==> config.mk <==
export PLATFORM = sky130hd
export DESIGN_NAME = nabp_angle_sequencer_flat
export DESIGN_NICKNAME = d
export VERILOG_FILES = /design/src/rtl/nabp_angle_sequencer_if.sv /design/src/rtl/nabp_angle_sequencer.sv /design/src/flat_wrapper.sv
export SDC_FILE = /design/constraint.sdc
export NUM_CORES = 1
export LEC_CHECK = 0
export CAP_MARGIN = 10
export CORE_MARGIN = 1
export CORE_UTILIZATION = 31
export CTS_CLUSTER_DIAMETER = 50
export DETAILED_ROUTE_END_ITERATION = 6
export PLACE_DENSITY_LB_ADDON = 0.08
export SETUP_SLACK_MARGIN = 0.3
export SLEW_MARGIN = 20
export SYNTH_ARGS = -nofsm -noshare
export SYNTH_HDL_FRONTEND = slang
export SYNTH_SLANG_ARGS = --single-unit
==> constraint.sdc <==
create_clock -name clk_i -period 5.5 [get_ports clk_i]
set_clock_uncertainty 0.15 [all_clocks]
set_input_delay 1.1 -clock clk_i [delete_from_list [all_inputs] [get_ports clk_i]]
set_output_delay 1.1 -clock clk_i [all_outputs]
set_load 0.02 [all_outputs]
==> src/rtl/nabp_angle_sequencer_if.sv <==
// Host, filtered-RAM loader and swap-control signals of the angle sequencer.
// The status outputs exist only when NABP_ANGLE_SEQ_STATUS_EN is defined.
interface nabp_angle_sequencer_if #(
    parameter int unsigned ANGLE_WIDTH = 9
);
    logic                   start_i;
    logic                   abort_i;
    logic                   busy_o;
    logic                   done_o;
    logic                   fl_start_o;
    logic [ANGLE_WIDTH-1:0] fl_angle_o;
    logic                   fl_done_i;
    logic                   hs_next_angle_i;
    logic                   hs_next_angle_ack_o;
    logic [ANGLE_WIDTH-1:0] hs_angle_o;
`ifdef NABP_ANGLE_SEQ_STATUS_EN
    logic [15:0]            stall_cycles_o;
    logic [ANGLE_WIDTH-1:0] angles_done_o;
`endif

    modport master (
`ifdef NABP_ANGLE_SEQ_STATUS_EN
        output stall_cycles_o,
        output angles_done_o,
`endif
        input  start_i,
        input  abort_i,
        output busy_o,
        output done_o,
        output fl_start_o,
        output fl_angle_o,
        input  fl_done_i,
        input  hs_next_angle_i,
        output hs_next_angle_ack_o,
        output hs_angle_o
    );

    modport slave (
`ifdef NABP_ANGLE_SEQ_STATUS_EN
        input  stall_cycles_o,
        input  angles_done_o,
`endif
        output start_i,
        output abort_i,
        input  busy_o,
        input  done_o,
        input  fl_start_o,
        input  fl_angle_o,
        output fl_done_i,
        output hs_next_angle_i,
        input  hs_next_angle_ack_o,
        input  hs_angle_o
    );
endinterface

==> src/rtl/nabp_angle_sequencer.sv <==
// Walks projection angles for one backprojection frame, prefetching each angle through the loader.
// Optional stall/progress counters are enabled with NABP_ANGLE_SEQ_STATUS_EN.
module nabp_angle_sequencer #(
    parameter int unsigned ANGLE_WIDTH = 9,
    parameter int unsigned ANGLE_START = 0,
    parameter int unsigned ANGLE_END   = 180,
    parameter int unsigned ANGLE_STEP  = 1
) (
    input logic                    clk_i,
    input logic                    reset_n_i,
    nabp_angle_sequencer_if.master seq_if
);

    localparam logic [ANGLE_WIDTH-1:0] StartAngle = (ANGLE_WIDTH)'(ANGLE_START);
    localparam logic [ANGLE_WIDTH:0]   StepWide   = (ANGLE_WIDTH+1)'(ANGLE_STEP);
    localparam logic [ANGLE_WIDTH:0]   EndWide    = (ANGLE_WIDTH+1)'(ANGLE_END);

    typedef enum logic [2:0] {
        StIdle,
        StLoad,
        StLoadWait,
        StOffer,
        StAck,
        StFlush
    } state_e;

    state_e                 state_q, state_d;
    logic [ANGLE_WIDTH-1:0] load_angle_q, load_angle_d;
    logic [ANGLE_WIDTH-1:0] fl_angle_q, fl_angle_d;
    logic [ANGLE_WIDTH-1:0] hs_angle_q, hs_angle_d;
    logic                   last_q, last_d;
    logic                   busy_q, busy_d;
    logic                   done_q, done_d;
    logic                   fl_start_q, fl_start_d;
    logic                   ack_q, ack_d;
    logic [ANGLE_WIDTH:0]   next_angle;
    logic                   start_accept;

    // One extra bit so an end angle of 2^ANGLE_WIDTH cannot wrap the compare.
    assign next_angle   = {1'b0, load_angle_q} + StepWide;
    assign start_accept = (state_q == StIdle) && seq_if.start_i && !seq_if.abort_i;

    always_comb begin
        state_d      = state_q;
        load_angle_d = load_angle_q;
        last_d       = last_q;
        done_d       = 1'b0;
        unique case (state_q)
            StIdle: begin
                if (seq_if.start_i) begin
                    load_angle_d = StartAngle;
                    last_d       = 1'b0;
                    state_d      = StLoad;
                end
            end
            StLoad:     state_d = StLoadWait;
            StLoadWait: if (seq_if.fl_done_i) state_d = StOffer;
            StOffer:    if (seq_if.hs_next_angle_i) state_d = StAck;
            StAck: begin
                if (next_angle >= EndWide) begin
                    last_d  = 1'b1;
                    state_d = StFlush;
                end else begin
                    load_angle_d = next_angle[ANGLE_WIDTH-1:0];
                    state_d      = StLoad;
                end
            end
            StFlush: begin
                if (seq_if.hs_next_angle_i && last_q) begin
                    done_d  = 1'b1;
                    state_d = StIdle;
                end
            end
            default: state_d = StIdle;
        endcase

        // Abort wins over everything, including a start in the same cycle.
        if (seq_if.abort_i) begin
            state_d      = StIdle;
            load_angle_d = load_angle_q;
            last_d       = last_q;
            done_d       = 1'b0;
        end

        fl_start_d = (state_d == StLoad);
        ack_d      = (state_d == StAck);
        busy_d     = (state_d != StIdle);
        fl_angle_d = fl_start_d ? load_angle_d : fl_angle_q;
        hs_angle_d = ack_d ? load_angle_q : hs_angle_q;
    end

    always_ff @(posedge clk_i or negedge reset_n_i) begin
        if (!reset_n_i) begin
            state_q      <= StIdle;
            load_angle_q <= StartAngle;
            fl_angle_q   <= StartAngle;
            hs_angle_q   <= StartAngle;
            last_q       <= 1'b0;
            busy_q       <= 1'b0;
            done_q       <= 1'b0;
            fl_start_q   <= 1'b0;
            ack_q        <= 1'b0;
        end else begin
            state_q      <= state_d;
            load_angle_q <= load_angle_d;
            fl_angle_q   <= fl_angle_d;
            hs_angle_q   <= hs_angle_d;
            last_q       <= last_d;
            busy_q       <= busy_d;
            done_q       <= done_d;
            fl_start_q   <= fl_start_d;
            ack_q        <= ack_d;
        end
    end

    assign seq_if.busy_o              = busy_q;
    assign seq_if.done_o              = done_q;
    assign seq_if.fl_start_o          = fl_start_q;
    assign seq_if.fl_angle_o          = fl_angle_q;
    assign seq_if.hs_next_angle_ack_o = ack_q;
    assign seq_if.hs_angle_o          = hs_angle_q;

`ifdef NABP_ANGLE_SEQ_STATUS_EN
    logic [15:0]            stall_cycles_q, stall_cycles_d;
    logic [ANGLE_WIDTH-1:0] angles_done_q, angles_done_d;

    // Stalls are cycles where swap control is already asking but the loader is not done.
    always_comb begin
        stall_cycles_d = stall_cycles_q;
        angles_done_d  = angles_done_q;
        if (start_accept) begin
            stall_cycles_d = '0;
            angles_done_d  = '0;
        end else begin
            if ((state_q == StLoadWait) && seq_if.hs_next_angle_i && (stall_cycles_q != 16'hFFFF)) begin
                stall_cycles_d = stall_cycles_q + 16'd1;
            end
            if (ack_d) begin
                angles_done_d = angles_done_q + (ANGLE_WIDTH)'(1);
            end
        end
    end

    always_ff @(posedge clk_i or negedge reset_n_i) begin
        if (!reset_n_i) begin
            stall_cycles_q <= '0;
            angles_done_q  <= '0;
        end else begin
            stall_cycles_q <= stall_cycles_d;
            angles_done_q  <= angles_done_d;
        end
    end

    assign seq_if.stall_cycles_o = stall_cycles_q;
    assign seq_if.angles_done_o  = angles_done_q;
`else
    logic unused_start_accept;
    assign unused_start_accept = start_accept;
`endif

endmodule

==> src/flat_wrapper.sv <==
// flat-port wrapper written by rule: the top's interface ports become plain ports
module nabp_angle_sequencer_flat 
#(
    parameter int unsigned ANGLE_WIDTH = 9,
    parameter int unsigned ANGLE_START = 0,
    parameter int unsigned ANGLE_END   = 180,
    parameter int unsigned ANGLE_STEP  = 1
)
  (clk_i, reset_n_i, seq_if_start_i, seq_if_abort_i, seq_if_busy_o, seq_if_done_o, seq_if_fl_start_o, seq_if_fl_angle_o, seq_if_fl_done_i, seq_if_hs_next_angle_i, seq_if_hs_next_angle_ack_o, seq_if_hs_angle_o);
  nabp_angle_sequencer_if #(.ANGLE_WIDTH(ANGLE_WIDTH)) seq_if_i ();
  input logic clk_i;
  input logic reset_n_i;
  input wire logic [$bits(seq_if_i.start_i)-1:0] seq_if_start_i;
  input wire logic [$bits(seq_if_i.abort_i)-1:0] seq_if_abort_i;
  output wire logic [$bits(seq_if_i.busy_o)-1:0] seq_if_busy_o;
  output wire logic [$bits(seq_if_i.done_o)-1:0] seq_if_done_o;
  output wire logic [$bits(seq_if_i.fl_start_o)-1:0] seq_if_fl_start_o;
  output wire logic [$bits(seq_if_i.fl_angle_o)-1:0] seq_if_fl_angle_o;
  input wire logic [$bits(seq_if_i.fl_done_i)-1:0] seq_if_fl_done_i;
  input wire logic [$bits(seq_if_i.hs_next_angle_i)-1:0] seq_if_hs_next_angle_i;
  output wire logic [$bits(seq_if_i.hs_next_angle_ack_o)-1:0] seq_if_hs_next_angle_ack_o;
  output wire logic [$bits(seq_if_i.hs_angle_o)-1:0] seq_if_hs_angle_o;
  assign seq_if_i.start_i = seq_if_start_i;
  assign seq_if_i.abort_i = seq_if_abort_i;
  assign seq_if_busy_o = seq_if_i.busy_o;
  assign seq_if_done_o = seq_if_i.done_o;
  assign seq_if_fl_start_o = seq_if_i.fl_start_o;
  assign seq_if_fl_angle_o = seq_if_i.fl_angle_o;
  assign seq_if_i.fl_done_i = seq_if_fl_done_i;
  assign seq_if_i.hs_next_angle_i = seq_if_hs_next_angle_i;
  assign seq_if_hs_next_angle_ack_o = seq_if_i.hs_next_angle_ack_o;
  assign seq_if_hs_angle_o = seq_if_i.hs_angle_o;
  nabp_angle_sequencer #(.ANGLE_WIDTH(ANGLE_WIDTH), .ANGLE_START(ANGLE_START), .ANGLE_END(ANGLE_END), .ANGLE_STEP(ANGLE_STEP)) u_core (.clk_i(clk_i), .reset_n_i(reset_n_i), .seq_if(seq_if_i));
endmodule
After elaboration in Yosys (flattened, before gate mapping):

Index checks and enable logic that the tools add are counted.

* order comparisons: 1
* mux-type cells: 17
* eq/ne operators: 9
* $add $sub $neg: 1
* reduce and logical (&&, ||, !) cells: 5
* bitwise gates (word level): 1

Operator list (number)
* 9-bit two-way mux: 3
* 3-bit two-way mux: 6
* 3-bit case mux with 6 select lines: 1
* 9-bit case mux with 2 select lines: 1
* 9-bit by 1-bit adder with 10-bit output, second input constant: 1
* 10-bit by 8-bit greater-or-equal comparator with 1-bit output, second input constant: 1
* 3-bit equality test, second input constant: 3
* 3-bit by 1-bit equality test with 1-bit output, second input constant: 2
* 3-bit by 2-bit equality test with 1-bit output, second input constant: 2
* 1-bit two-way mux: 5
* 4-bit AND reduction: 1
* 3-bit zero test: 1
* 3-bit nonzero test: 1
* 2-bit by 1-bit inequality test with 1-bit output, second input constant: 1
* 2-bit inequality test, second input constant: 1
* 1-bit case mux with 2 select lines: 1
* 2-bit nonzero test: 1
* 1-bit logical AND: 1
* 1-bit NOT: 1

* register bits after elaboration: 35
* output and inout bits: 22
* input bits: 6

Longest topological paths before layout:

Gate-level depths: netlist of the first run.

* depth in word-level cells: 6
* depth in mapped cells: 10
* mapped depth without buffers: 7

Worst setup path before layout of the first run:

OpenSTA, ideal clock, no wires.

* path kind: input-to-reg
* from: in seq_if_hs_next_angle_i
* to: reg u_core.hs_angle_q[0], in the netlist u_core.seq_if.hs_angle_o[0]
* stages on the path: 6
* arrival: 2.255 ns
* path buffers: 0
* setup slack: 2.967 ns
* setup time: 0.128 ns
* cells stage by stage: a21bo_1 -> a211o_1 -> a21oi_1 -> nor2_1 -> nand2_2 -> mux2_1

* cells in the longest elaborated chain, start to end: 5
* elaborated cells between the ends (all ways): 6

Ends and longest elaborated chain
* start, declared: RTL line flat_wrapper.sv:20 `input wire logic [$bits(seq_if_i.hs_next_angle_i)-1:0] seq_if_hs_next_angle_i;`
* 1-bit logical AND: RTL line nabp_angle_sequencer.sv:69 `if (seq_if.hs_next_angle_i && last_q) begin`
* 3-bit two-way mux: RTL line nabp_angle_sequencer.sv:69
* 3-bit case mux with 6 select lines (*): RTL line nabp_angle_sequencer.sv:48 `unique case (state_q)`
* 3-bit two-way mux (*): RTL line nabp_angle_sequencer.sv:78 `if (seq_if.abort_i) begin`
* named net u_core.state_d[0]: RTL line nabp_angle_sequencer.sv:27 `state_e state_q, state_d;`
* 3-bit equality test (*): RTL line nabp_angle_sequencer.sv:86 `ack_d = (state_d == StAck);`
* end signal, assigned: RTL line nabp_angle_sequencer.sv:97 `hs_angle_q <= StartAngle;`
* end signal, assigned: RTL line nabp_angle_sequencer.sv:107 `hs_angle_q <= hs_angle_d;`
* end, declared: RTL line nabp_angle_sequencer.sv:30 `logic [ANGLE_WIDTH-1:0] hs_angle_q, hs_angle_d;`

Mark *: on every way through the listed nets, which the timed path passes. The rest lies on a longest branch.
A chain may end at the register's enable or synchronous reset.

Worst setup path in the final report of the first run:

* from: reg u_core.load_angle_q[0]
* to: reg u_core.load_angle_q[1]

* cells in the longest elaborated chain, start to end: 5

Ends and longest elaborated chain
* start, declared: RTL line nabp_angle_sequencer.sv:28 `logic [ANGLE_WIDTH-1:0] load_angle_q, load_angle_d;`
* start signal, assigned: RTL line nabp_angle_sequencer.sv:95 `load_angle_q <= StartAngle;`
* start signal, assigned: RTL line nabp_angle_sequencer.sv:105 `load_angle_q <= load_angle_d;`
* 9-bit by 1-bit adder with 10-bit output (*): RTL line nabp_angle_sequencer.sv:40 `assign next_angle = {1'b0, load_angle_q} + StepWide;`
* 10-bit by 8-bit greater-or-equal comparator with 1-bit output: RTL line nabp_angle_sequencer.sv:60 `if (next_angle >= EndWide) begin`
* 9-bit two-way mux (*): RTL line nabp_angle_sequencer.sv:60
* 9-bit case mux with 2 select lines (*): RTL line nabp_angle_sequencer.sv:48
* 9-bit two-way mux (*): RTL line nabp_angle_sequencer.sv:78
* named net u_core.load_angle_d[1]: RTL line nabp_angle_sequencer.sv:28

Marks and branches as above.

==> results.py, run 1 <==
metrics = {
    "route": {
        "avgViaCountPerCell": 4.69,
        "vias": 1172,
        "wl_per_cell_um": 13.2,
        "postRouteAntennaNets": 0,
        "drt_wl_total_um": 3300,
        "drt_first_iter_violations": 40,
        "drc": 0,
        "drtPass1Iterations": 3,
    },
    "floorplan": {
        "core_area_mm2": 0.00514,
        "fp.dieH_um": 75.1,
        "num_io_pins": 28,
        "fp.dieW_um": 75.1,
        "initial_core_util_pct": 32.3,
        "die_area_mm2": 0.00564,
        "fp-row-count": 26,
    },
    "placed_design": {
        "dp_cells": 242,
        "place.gp.congestion": 0.761,
        "dp_hpwl_um": 2300,
        "io_buffer_count": 27,
    },
    "pwr": {
        "power_density_mw_per_mm2": 245,
        "clkPwrFrac_pct": 40.2,
        "ir_worst_vdd_v": 0.000143,
        "internal_power_mw": 0.392,
        "switchingPower_mw": 0.114,
        "pwr-share-comb_pct": 7.0,
        "power_leakage_nw": 0.849,
        "p_seq_share_pct": 52.7,
        "netSwitchingFraction_pct": 22.5,
    },
    "worst_setup_path": {
        "end_kind": "flip-flop",
        "arrival_ns": 3.02,
        "cp_max_fo": 17,
        "cp-start-kind": "flip-flop",
        "path_class": "flip-flop to flip-flop",
        "worstPathRequired_ns": 5.48,
    },
    "grt": {
        "grt_pass1_vias": 1155,
        "antenna_found_initial": 0,
        "grt_use_total_pct": 13.4,
        "grt_pass1_wl_um": 5470,
        "grt-ovfl-total": 0,
        "grt_max_degree": 36,
    },
    "cts": {
        "cts_buffers": 5,
        "cts_tree": "yes",
        "cts-htree-levels": 2,
        "clock_latency_ns": 0.28,
        "ctsHoldBuffers": 0,
        "ctsRootBufferMaster": "clkbuf_8",
        "cts_buffer_depth": 2,
        "cts_resized": 0,
        "clock_sinks": 35,
        "cts_setup_buffers": 0,
        "path_clk_slew_ns": 0.07,
    },
    "layout": {
        "layout_commonest_cell": "dfrtp_1",
        "num_antenna_cells": 0,
        "drive_gt1_share_pct": 10.0,
        "final_nets": 187,
        "areaGrowthSynthToFinish_pct": 24.8,
        "layout_common_cells": "35 x dfrtp_1, 27 x clkdlybuf4s50_1, 16 x inv_1, 16 x o22ai_1, 9 x mux2_1",
        "instances_no_fill": 250,
    },
    "sta": {
        "timing.fmax_mhz": 329,
        "post-route-period-util_pct": 55.3,
        "tightest_slew_ns": 0.680,
        "period_minus_slack_ns": 3.04,
        "tns_ns": 0,
        "final-hold-violation-count": 0,
        "setup_viol": 0,
        "rsz0062_at_grt": "false",
        "slew_viol_final": 0,
        "slew_headroom_pct": 54.7,
    },
    "synthesis": {
        "synthesis.area_mm2": 0.00166,
        "synth_nets": 160,
        "synth.distinct_cells": 38,
        "async_flop_share_pct": 100,
        "synth_edf_count": 0,
        "synth-warning-count": 0,
        "synth_top_cell_area_share_pct": 52.8,
        "synth_seq_cells": 35,
        "synth_area_leaders": "dfrtp_1 53%, mux2_1 6.1%, o22ai_1 6.0%",
        "yosys.area.top_type": "dfrtp_1",
        "syn_inst": 152,
        "synth_ff_type": "dfrtp_1",
        "synth_area_per_cell_um2": 10.9,
        "yosysSeqAreaShare_pct": 52.8,
    },
    "hold_path": {
        "hold_class": "flip-flop to flip-flop",
    },
    "job": {
        "max_cap_viol_count": 0,
    },
    "run_status": {
        "status": "finished, final reports clean",
    },
}
final timing paths:
kind | from | endpoint | slack, ns | depth (start not counted)
max | u_core.load_angle_q[0] | u_core.load_angle_q[1] | 2.46 | 7
min | u_core.seq_if.hs_angle_o[3] | u_core.seq_if.hs_angle_o[3] | 0.34 | 1
max reg2reg | u_core.load_angle_q[0] | u_core.load_angle_q[1] | 2.46 | 7
min reg2reg | u_core.seq_if.hs_angle_o[3] | u_core.seq_if.hs_angle_o[3] | 0.34 | 1
max in group asynchronous | reset_n_i | u_core.load_angle_q[7] | 3.80 | 2
min in group asynchronous | reset_n_i | u_core.seq_if.hs_next_angle_ack_o | 1.08 | 2
cell usage after synthesis, drive strengths merged (3+ instances only):
cell and count:
dfrtp 35, inv 17, o22ai 16, mux2 10, buf 7, nand2 7, o21ai 7, xnor2 7
a21oi 6, nor2 6, nand3 5, nand3b 3, nor2b 3, or2 3
area by class of cell:
type / count / area [um^2]
Tap cell: 70 / 87.6
Timing Repair Buffer: 28 / 278
Clock buffer: 8 / 100
Multi-Input combinational cell: 92 / 664
Fill cell: 534 / 3070
Sequential cell: 35 / 876
Inverter: 17 / 63.8
metal layers:
| layer | track usage, % | vias up | wire [um] |
|---|---|---|---|
| met4 | 6.58 | 0 | 60 |
| met1 | 16.9 | 561 | 1500 |
| li1 | - | 584 | - |
| met5 | 0 | - | 0 |
| met2 | 20.9 | 21 | 1620 |
| met3 | 4.42 | 6 | 121 |
cell families after synthesis:
logic type	after synthesis	synth area share [%]
adder cells (fa/ha/maj)	2	1.51
multiplexers	11	7.62
AO/OA/AOI/OAI	36	14.7
XOR/XNOR	7	3.70
flip-flops	35	52.8
buffers and inverters	25	7.09
AND/OR/NAND/NOR	36	12.5
flip-flops by register name, indices dropped and copies added (netlist names):
| name | flops |
|---|---|
| u_core.seq_if.busy_o | 1 |
| u_core.seq_if.hs_next_angle_ack_o | 1 |
| u_core.load_angle_q | 9 |
| u_core.seq_if.fl_start_o | 1 |
| u_core.seq_if.done_o | 1 |
| u_core.state_q | 3 |
| u_core.seq_if.hs_angle_o | 9 |
| u_core.last_q | 1 |
| u_core.seq_if.fl_angle_o | 9 |
per-stage QoR:
step	instance area [um^2]	total power, mW	setup WS [ns]	hold slack (ns)	util (%)
2_1_floorplan	1660	0.288	2.97	0.343	-
3_3_place_gp	1970	0.307	2.28	0.324	38.3
3_5_place_dp	1970	0.309	2.24	0.331	38.3
4_1_cts	2070	0.514	2.41	0.346	40.3
5_1_grt	2070	0.532	2.18	0.371	40.3
6_report	2070	0.506	2.46	0.337	40.3
power by group through the flow:
stage	Sequential, mW	Combinational (mW)	Clock, mW
4_1_cts	0.267	0.0366	0.211
5_1_grt	0.268	0.0395	0.224
6_report	0.267	0.0356	0.204
3_3_place_gp	0.272	0.0358	0
3_5_place_dp	0.272	0.0366	0
2_1_floorplan	0.275	0.0137	0
worst max-delay path, cell delays in order (launching register included):
cell and delay, ns:
dfrtp_1 0.58, ha_1 0.41, nand3_1 0.16, nor4_2 0.24
mux2_4 0.35, or2_1 0.25, o21ai_2 0.54, o22ai_1 0.20
No activity file was read; power rests on OpenSTA's default activity.
==> run 2, diff against run 1 <==
==> constraint.sdc (replaced) <==
create_clock -name clk_i -period 2.9 [get_ports clk_i]
set_clock_uncertainty 0.15 [all_clocks]
set_input_delay 0.58 -clock clk_i [delete_from_list [all_inputs] [get_ports clk_i]]
set_output_delay 0.58 -clock clk_i [all_outputs]
set_load 0.02 [all_outputs]
==> run 2 against run 1 <==
Non-clock buffer count up 4. Die area is the same. First-iteration DRC count is 25% higher. Clock-buffer cell count is 1 lower. Register-to-register slack got worse by 1.9 ns. Cell area increased by 0.67%. Hold slack better by 0.0082 ns. Largest cell class unchanged. Via count rose by 2.8%. Combinational power is 98% higher. Cell count up 1.6%. Wire length grew 1.7%.
==> results.py, run 2 (same netlist as run 1, synthesis figures left out) <==
metrics = {
    "worst_setup_path": {
        "arrival_ns": 2.44,
        "cp-startpoint": "seq_if_hs_next_angle_i",
        "cp_max_fo": 10,
        "reg2reg_depth": 6,
        "r2r_end": "u_core.seq_if.fl_angle_o[8]",
        "regToRegSetupSlack_ns": 0.55,
        "cp-start-kind": "input port",
        "worst_r2r_startpoint": "u_core.load_angle_q[4]",
        "worstPathRequired_ns": 2.91,
        "end_kind": "flip-flop",
        "path_class": "input port to flip-flop",
    },
    "sta": {
        "setup_viol": 0,
        "post-route-period-util_pct": 83.8,
        "tightest_slew_ns": 0.437,
        "slew_headroom_pct": 70.9,
        "final-hold-violation-count": 0,
        "setup_ws_ns": 0.471,
        "period_minus_slack_ns": 2.43,
        "tns_ns": 0,
        "rsz0062_at_grt": "false",
        "slew_viol_final": 0,
        "timing.fmax_mhz": 412,
    },
    "placed_design": {
        "io_buffer_count": 27,
        "pre_cts_slack_ns": 0.187,
        "place_area_mm2": 0.00200,
        "place.gp.congestion": 0.778,
        "dp_hpwl_um": 2360,
    },
    "grt": {
        "grt_max_degree": 36,
        "grt_pass1_wl_um": 5650,
        "grt-ovfl-total": 0,
        "antenna_found_initial": 0,
        "grt_pass1_vias": 1197,
        "grt_use_total_pct": 13.7,
    },
    "cts": {
        "ctsHoldBuffers": 0,
        "clock_sinks": 35,
        "clock_latency_ns": 0.28,
        "ctsRootBufferMaster": "clkbuf_8",
        "cts_resized": 0,
        "path_clk_slew_ns": 0.06,
        "cts_setup_buffers": 0,
        "cts_buffer_depth": 2,
        "cts_buffers": 5,
        "cts_tree": "yes",
        "cts-htree-levels": 2,
    },
    "route": {
        "drt_wl_total_um": 3350,
        "postRouteAntennaNets": 0,
        "wl_per_cell_um": 13.2,
        "drc": 0,
        "avgViaCountPerCell": 4.74,
        "drtPass1Iterations": 4,
        "drt_first_iter_violations": 50,
        "vias": 1205,
    },
    "layout": {
        "layout_commonest_cell": "dfrtp_1",
        "num_antenna_cells": 0,
        "fill_cells": 546,
        "drive_gt1_share_pct": 12.0,
        "final_nets": 191,
        "layout_common_cells": "35 x dfrtp_1, 27 x clkdlybuf4s50_1, 16 x inv_1, 16 x o22ai_1, 9 x mux2_1",
        "stdcell_area_mm2": 0.00208,
        "areaGrowthSynthToFinish_pct": 25.7,
    },
    "pwr": {
        "ir_worst_vdd_v": 0.000234,
        "total_power_mw": 0.905,
        "power_leakage_nw": 0.864,
        "power_density_mw_per_mm2": 434,
    },
    "floorplan": {
        "core_area_mm2": 0.00514,
        "initial_core_util_pct": 32.3,
        "fp.dieW_um": 75.1,
        "fp-row-count": 26,
        "num_io_pins": 28,
        "die_area_mm2": 0.00564,
        "fp.dieH_um": 75.1,
    },
    "hold_path": {
        "hold_class": "flip-flop to flip-flop",
        "worstHoldStart": "u_core.seq_if.hs_angle_o[4]",
        "hold_end": "u_core.seq_if.hs_angle_o[4]",
        "hold_path_depth": 1,
    },
    "job": {
        "max_cap_viol_count": 0,
    },
    "run_status": {
        "status": "finished, final reports clean",
    },
}
## run 2: changes by cell type in the layout (fill, tap and decap cells not counted)
cell	delta
clkinv_2	+1
buf_4	+4
or2_1	-1
or2_4	+1
clkbuf_1	+1
clkbuf_8	-2
## run 2: worst max-delay path by stage
| stage | to | slack [ns] |
|---|---|---|
| global placement | u_core.seq_if.hs_angle_o[3] | 0.28 |
| global route | u_core.seq_if.hs_angle_o[1] | 0.37 |
| floorplan | u_core.load_angle_q[5] | 0.47 |
| detailed placement | u_core.seq_if.hs_angle_o[1] | 0.19 |
| finish | u_core.seq_if.hs_angle_o[1] | 0.47 |
| CTS | u_core.seq_if.fl_angle_o[7] | 0.30 |
## run 2: power breakdown
group          internal [mW]  switching [mW]  total, mW  leakage (nW)
logic                 0.0307          0.0397     0.0704         0.337
clock network          0.168           0.160      0.328        0.0422
registers              0.498         0.00883      0.507         0.485
total                  0.697           0.208      0.905         0.864
## run 2: per-stage QoR
| step | hold slack (ns) | util (%) | std cells |
|---|---|---|---|
| floorplan | 0.134 | - | 152 |
| global placement | 0.325 | 38.9 | 246 |
| detailed placement | 0.336 | 38.9 | 246 |
| CTS | 0.352 | 40.5 | 254 |
| global route | 0.365 | 40.5 | 254 |
| finish | 0.345 | 40.5 | 254 |
## run 2: layout make-up
| class | instances | area, um^2 | area share [%] |
|---|---|---|---|
| multi-input combinational | 92 | 667 | 32.0 |
| sequential | 35 | 876 | 42.0 |
| timing repair buffer | 32 | 308 | 14.8 |
| clock buffer | 7 | 76.3 | 3.66 |
| tap | 70 | 87.6 | 4.20 |
| inverter | 17 | 63.8 | 3.06 |
| clock inverter | 1 | 5.00 | 0.240 |
## run 2: metal layers
layer  up-vias  wire [um]  GRT usage [%]
li1        587          -              -
met1       580       1550           17.0
met2        33       1600           22.3
met3         5        145           4.02
met4         0         55           5.76
met5         -          0              0
## run 2: critical path, stage by stage
cell and delay, ns:
clkdlybuf4s50_1 0.50, a21bo_1 0.21, a211o_1 0.29, a21oi_1 0.19, nor2_1 0.09, nand2_2 0.22
mux2_1 0.35
